**src/rtl/cndm_irq_coalesce.sv**
```systemverilog
// Per-vector interrupt moderation: counts events, runs a coalescing timer and
// issues eligible vectors one at a time on a valid/ready vector-index stream.
module cndm_irq_coalesce #(
    parameter int unsigned IRQ_CNT  = 32,
    parameter int unsigned CNT_W    = 8,
    parameter int unsigned TIMER_W  = 16,
    parameter int unsigned PRESCALE = 250,
    parameter int unsigned VEC_W    = (IRQ_CNT > 1) ? $clog2(IRQ_CNT) : 1
) (
    input  logic               clk,
    input  logic               rst_n,
    input  logic [IRQ_CNT-1:0] irq,
    input  logic               cfg_wr_en,
    input  logic [VEC_W-1:0]   cfg_wr_vec,
    input  logic [TIMER_W-1:0] cfg_wr_time,
    input  logic [CNT_W-1:0]   cfg_wr_cnt,
    input  logic               cfg_wr_mask,
    input  logic               rearm_en,
    input  logic [VEC_W-1:0]   rearm_vec,
    output logic [VEC_W-1:0]   m_irq_vec,
    output logic               m_irq_valid,
    input  logic               m_irq_ready,
    output logic [IRQ_CNT-1:0] stat_pending,
    output logic [IRQ_CNT-1:0] stat_armed
);

    localparam int unsigned PS_W = (PRESCALE > 1) ? $clog2(PRESCALE) : 1;
    localparam logic [CNT_W-1:0] CNT_MAX = {CNT_W{1'b1}};

    logic [PS_W-1:0]    ps_cnt;
    logic               tick_c;
    logic               hs_c;
    logic [IRQ_CNT-1:0] mask_vec;
    logic [IRQ_CNT-1:0] cand_c;
    logic [VEC_W-1:0]   rr_ptr;
    logic               found_c;
    logic [VEC_W-1:0]   win_c;
    logic [VEC_W-1:0]   ptr_nxt_c;

    assign tick_c = (ps_cnt == PS_W'(PRESCALE - 1));
    assign hs_c   = m_irq_valid & m_irq_ready;

    // Shared prescaler: one timer tick every PRESCALE cycles
    always_ff @(posedge clk or negedge rst_n) begin
        if (!rst_n) begin
            ps_cnt <= '0;
        end else if (tick_c) begin
            ps_cnt <= '0;
        end else begin
            ps_cnt <= ps_cnt + PS_W'(1);
        end
    end

    for (genvar v = 0; v < IRQ_CNT; v++) begin : g_vec
        logic [CNT_W-1:0]   cnt_q, cnt_d;
        logic [TIMER_W-1:0] tmr_q, tmr_d;
        logic               run_q, run_d;
        logic               armed_q, armed_d;
        logic               pend_q, pend_d;
        logic [TIMER_W-1:0] cfg_time_q;
        logic [CNT_W-1:0]   cfg_cnt_q;
        logic               mask_q;
        logic [CNT_W-1:0]   thr_c;
        logic               hs_hit_c;
        logic               cfg_hit_c;
        logic               rearm_hit_c;

        assign hs_hit_c    = hs_c && (m_irq_vec == VEC_W'(v));
        assign cfg_hit_c   = cfg_wr_en && (cfg_wr_vec == VEC_W'(v));
        assign rearm_hit_c = rearm_en && (rearm_vec == VEC_W'(v));
        assign thr_c       = (cfg_cnt_q == '0) ? CNT_W'(1) : cfg_cnt_q;

        // Next state: tick, then handshake clear, then event, then re-arm; fire on the result
        always_comb begin
            cnt_d   = cnt_q;
            tmr_d   = tmr_q;
            run_d   = run_q;
            armed_d = armed_q;
            pend_d  = pend_q;
            if (run_q && tick_c && (tmr_q != '0)) begin
                tmr_d = tmr_q - TIMER_W'(1);
            end
            if (hs_hit_c) begin
                cnt_d   = '0;
                run_d   = 1'b0;
                pend_d  = 1'b0;
                armed_d = 1'b0;
            end
            if (irq[v]) begin
                if (cnt_d != CNT_MAX) begin
                    cnt_d = cnt_d + CNT_W'(1);
                end
                if (!run_d) begin
                    tmr_d = cfg_time_q;
                    run_d = 1'b1;
                end
            end
            if (rearm_hit_c) begin
                armed_d = 1'b1;
            end
            if (armed_d && (cnt_d != '0) &&
                ((cnt_d >= thr_c) || (run_d && (tmr_d == '0)) || (cfg_time_q == '0))) begin
                pend_d = 1'b1;
            end
        end

        // Per-vector moderation state
        always_ff @(posedge clk or negedge rst_n) begin
            if (!rst_n) begin
                cnt_q   <= '0;
                tmr_q   <= '0;
                run_q   <= 1'b0;
                armed_q <= 1'b1;
                pend_q  <= 1'b0;
            end else begin
                cnt_q   <= cnt_d;
                tmr_q   <= tmr_d;
                run_q   <= run_d;
                armed_q <= armed_d;
                pend_q  <= pend_d;
            end
        end

        // Per-vector configuration; a running timer keeps its current value
        always_ff @(posedge clk or negedge rst_n) begin
            if (!rst_n) begin
                cfg_time_q <= '0;
                cfg_cnt_q  <= CNT_W'(1);
                mask_q     <= 1'b0;
            end else if (cfg_hit_c) begin
                cfg_time_q <= cfg_wr_time;
                cfg_cnt_q  <= cfg_wr_cnt;
                mask_q     <= cfg_wr_mask;
            end
        end

        assign stat_pending[v] = pend_q;
        assign stat_armed[v]   = armed_q;
        assign mask_vec[v]     = mask_q;
        // The vector already held in the output register is not a candidate again
        assign cand_c[v] = pend_q && !mask_q && !(m_irq_valid && (m_irq_vec == VEC_W'(v)));
    end

    // Round-robin search starting at rr_ptr
    always_comb begin
        logic [VEC_W:0] idx;
        found_c   = 1'b0;
        win_c     = '0;
        ptr_nxt_c = rr_ptr;
        idx       = '0;
        for (int unsigned i = 0; i < IRQ_CNT; i++) begin
            idx = {1'b0, rr_ptr} + (VEC_W+1)'(i);
            if (idx >= (VEC_W+1)'(IRQ_CNT)) begin
                idx = idx - (VEC_W+1)'(IRQ_CNT);
            end
            if (!found_c && cand_c[idx[VEC_W-1:0]]) begin
                found_c = 1'b1;
                win_c   = idx[VEC_W-1:0];
            end
        end
        if (found_c) begin
            ptr_nxt_c = (win_c == VEC_W'(IRQ_CNT - 1)) ? '0 : win_c + VEC_W'(1);
        end
    end

    // Output register: reloads whenever empty or being accepted
    always_ff @(posedge clk or negedge rst_n) begin
        if (!rst_n) begin
            m_irq_valid <= 1'b0;
            m_irq_vec   <= '0;
            rr_ptr      <= '0;
        end else if (!m_irq_valid || m_irq_ready) begin
            m_irq_valid <= found_c;
            if (found_c) begin
                m_irq_vec <= win_c;
                rr_ptr    <= ptr_nxt_c;
            end
        end
    end

endmodule
```
**config.mk**
```make
export PLATFORM = sky130hd
export DESIGN_NAME = cndm_irq_coalesce
export DESIGN_NICKNAME = d
export VERILOG_FILES = /design/src/rtl/cndm_irq_coalesce.sv
export SDC_FILE = /design/constraint.sdc
export NUM_CORES = 2
export LEC_CHECK = 0
export ABC_AREA = 1
export BUFFER_PORTS_ARGS = -buffer_cell sky130_fd_sc_hd__clkbuf_2
export CELL_PAD_IN_SITES_DETAIL_PLACEMENT = 0
export CELL_PAD_IN_SITES_GLOBAL_PLACEMENT = 1
export CORE_MARGIN = 10
export CORE_UTILIZATION = 25
export CTS_CLUSTER_SIZE = 10
export DETAILED_ROUTE_END_ITERATION = 7
export PLACE_DENSITY = 0.43
export SETUP_SLACK_MARGIN = 0.5
export SLEW_MARGIN = 20
export SYNTH_ARGS = -nofsm -noshare
export SYNTH_HDL_FRONTEND = slang
export SYNTH_SLANG_ARGS = --single-unit
```
**constraint.sdc**
```tcl
create_clock -name clk -period 7.7 [get_ports clk]
set_clock_uncertainty 0.1 [all_clocks]
set_input_delay 0.385 -clock clk [delete_from_list [all_inputs] [get_ports clk]]
set_output_delay 0.385 -clock clk [all_outputs]
set_load 0.1 [all_outputs]
```
==> reports/qor.txt <==
RSZ-0062 raised after global routing = no
Fin crit share = 0.856
# setup viols final = 0
Max Buffers Root-to-Sink = 4
H-tree lvl count = 4
Worst Tran Pin Value = 1.08 ns
DIE WIDTH = 628 um
Comb power frac = 0.424
Sink Count = 1,683
R2r startpoint = rr_ptr[1]
Synth-to-layout area growth = 15.3%
Synth warn = 0
Seq/Total Area, Yosys = 0.456
PD cells = 399 nW/um^2
Syn_area_per_cell = 7.99 um^2
GP Congestion = 0.883
Final count of hold timing violations = 0
Compound-cell area share of the yosys netlist = 0.128
Starting Density = 0.251
HPWL Detailed = 256 mm
Leading area contributor after synthesis = dfrtp_1
Sequential power share = 0.329
Initial detailed-routing violation count = 5,699
Most frequent cells in the layout = nand2_1 (2,050), inv_1 (1,783), dfrtp_1 (1,618), o21ai_0 (1,496), nor2_1 (1,008)
Post-CTS Setup Bufs = 0
Wire per inst = 21.7 um
Pre-CTS setup slack = 1.28 ns
Simple-Gate Fraction of Synth Area = 0.225
Worst Setup End Kind = flip-flop
Max-slew headroom = 0.278
Adder-cell share of the synthesized area = 0.0498
Final WL = 366 mm
Fmax = 152 MHz
Core box area = 369,000 um^2
R2r setup slk = 1.11 ns
Number of synthesized flops with an enable pin = 0
DRC = 0
Buffers on Ports = 141
Switching power = 19.0 mW
Final setup margin = 1.11 ns
Clock root cell = clkbuf_16
Synth Net Count = 12.0k
Post-Syn Area = 92,500 um^2
Largest family of logic cells by synthesized area = simple AND/OR/NAND/NOR gates
Netlist cell types = 71
CTS tree = yes
Global route overflow = 0
Reg clk slew, reported paths = 0.06 ns
Die H = 628 um
Skew-Pair Late Insertion Delay = 0.95 ns
Crit Path Class = flip-flop to flip-flop
Reg2reg path depth = 36
Vias in the first global route = 78.6k
Leak = 52.6 nW
Status = completed
Internal Power = 23.5 mW
Req. time, crit path = 8.41 ns
Asr flop ratio synth = 1.00
Setup TNS = 0 ns
I/O Pins = 142
CP Launch Type = flip-flop
Fin nets = 12.2k
Drt pass-1 iters = 7
Die Area = 395,000 um^2
Slew Viols, Final = 0
Fraction of power spent switching nets = 0.447
Worst Path Arrival = 7.31 ns
Worst hold path type = input pin to flip-flop
Placed insts = 16.4k
#FFs+latches synth = 1,683
Pin count of the biggest net entering global routing = 161
Synth Flop Type = dfrtp_1
Peak VDD IR = 0.186 mV
Number of antenna violations at the first check in global routing = 60
Post-synth top area share = 0.438
CP Capture Point = rr_ptr[1]
Commonest non-fill, non-tap cell in the layout = nand2_1
CP Launch Point = rr_ptr[1]
Post-synthesis xor/xnor area fraction = 0.0316
Avg Vias per Cell = 4.65
Reg2reg end = rr_ptr[1]
Max Cap Violations = 0
Core Rows = 223
Slowest stage delay, CP = 0.65 ns
Max stage delay cell, worst path = ha_1
Hold WS = 0.0807 ns
Total chip power = 42.6 mW
Gr usage total = 0.179
Layout cells sized above 1 = 0.0684
Total number of vias = 78.6k
Cells after Synth = 11.6k
Synth area leaders = dfrtp_1 (44%), nand2_1 (8.3%), o21ai_0 (8.1%)
Detail Route Antenna Nets = 0
First-pass GRT wire length = 542 mm
Layout Cells excl Fill = 16.9k
CP Max Fanout = 17
Fin crit period = 6.59 ns
Total clock buffers created by CTS = 223
Clock share of power = 0.247
Mux contribution to synthesized area = 0.0149
==> logic make-up after synthesis <==
kind of cell / after synthesis
AND/OR/NAND/NOR: 4687
XOR/XNOR: 334
flip-flops: 1683
buffers and inverters: 2258
adder cells (fa/ha/maj): 368
multiplexers: 134
AO/OA/AOI/OAI: 2118
==> sequential cells by signal, indices dropped and copies added (netlist names), 5 cells and up <==
signal	flops
rr_ptr	5
g_vec.mask_q	32
g_vec.armed_q	32
ps_cnt	8
g_vec.tmr_q	512
g_vec.pend_q	32
g_vec.run_q	32
g_vec.cnt_q	256
m_irq_vec	5
g_vec.cfg_cnt_q	256
g_vec.cfg_time_q	512
==> how the worst min path moves through the flow <==
| stage | endpoint | depth (start not counted) | startpoint | slack [ns] |
|---|---|---|---|---|
| after global placement | g_vec[7].cfg_time_q[1] | 1 | rst_n | 0.37 |
| final | g_vec[13].armed_q | 5 | rearm_en | 0.08 |
| after global routing | g_vec[17].armed_q | 4 | rearm_vec[3] | 0.07 |
| after CTS | g_vec[13].armed_q | 5 | rearm_en | 0.0007 |
| after floorplan | g_vec[0].cfg_cnt_q[1] | 0 | rst_n | -0.01 |
| after detailed placement | g_vec[0].cfg_cnt_q[5] | 2 | g_vec[0].cfg_cnt_q[5] | 0.37 |
==> timing repair <==
item	4_1_cts	5_1_grt
gates resized for setup	0	0
hold buffers	69	0
endpoints found under the hold margin	730	0
==> cells in the mapped netlist, types with 10 or more instances <==
master	instances
a21oi_1	166
xor2_1	250
and3_1	15
a221oi_1	12
nor2_2	10
o21bai_1	29
or2_2	30
nor3_1	242
dfstp_2	64
dfrtp_1	1619
o211ai_1	106
a21boi_0	24
a31oi_1	53
a22oi_1	13
nand4_1	250
o21ai_0	1496
o31ai_1	17
ha_1	368
a41o_1	33
clkinv_1	16
mux2_2	31
mux2i_1	103
xnor2_1	84
or4_1	13
clkbuf_1	334
nand3_1	641
o22ai_1	11
nor3b_1	13
inv_1	1811
nor4_1	322
nor2_1	1011
o2111ai_1	20
nand2_1	2053
o21a_1	75
nand3b_1	32
buf_4	67
o41ai_1	11
a21o_1	16
==> area by class of cell <==
class | instances | area, um^2
diodes | 25 | 62.6
clock buffers | 363 | 6690
clock inverters | 52 | 556
fillers | 39800 | 262000
inverters | 1835 | 6950
multi-input cells | 7641 | 41600
flip-flops and latches | 1683 | 42200
well taps | 4950 | 6190
repair buffers | 333 | 2460
==> through the flow <==
step	cell area, um^2	utilization
final	107000	0.289
after global routing	107000	0.289
after CTS	107000	0.289
after detailed placement	98700	0.268
after global placement	98700	0.267
after floorplan	92500	-
==> worst max-delay path: cells and delay by family, from the launching register on <==
kind | cells | cell delay (ns)
AOI/OAI and AO/OA | 2 | 0.27
adders and majority gates | 3 | 1.09
buffers and inverters | 5 | 0.97
DFF | 1 | 0.36
and+or+nand+nor | 26 | 3.72
==> power by group through the flow <==
stage | Combinational, mW | Clock [mW] | Sequential (mW)
6_report | 18.0 | 10.5 | 14.0
5_1_grt | 20.5 | 11.3 | 14.4
4_1_cts | 18.2 | 11.0 | 14.0
3_5_place_dp | 18.0 | 0 | 14.1
3_3_place_gp | 18.1 | 0 | 14.2
2_1_floorplan | 12.8 | 0 | 13.4
==> metal layers <==
| layer | wire length, um | GRT usage | vias to the layer above |
|---|---|---|---|
| met5 | 25 | 0 | - |
| met1 | 167000 | 0.240 | 38200 |
| met2 | 175000 | 0.306 | 1429 |
| met3 | 15300 | 0.0221 | 390 |
| li1 | - | - | 38600 |
| met4 | 9380 | 0.0459 | 4 |
Power figures use the tool's default switching activity.
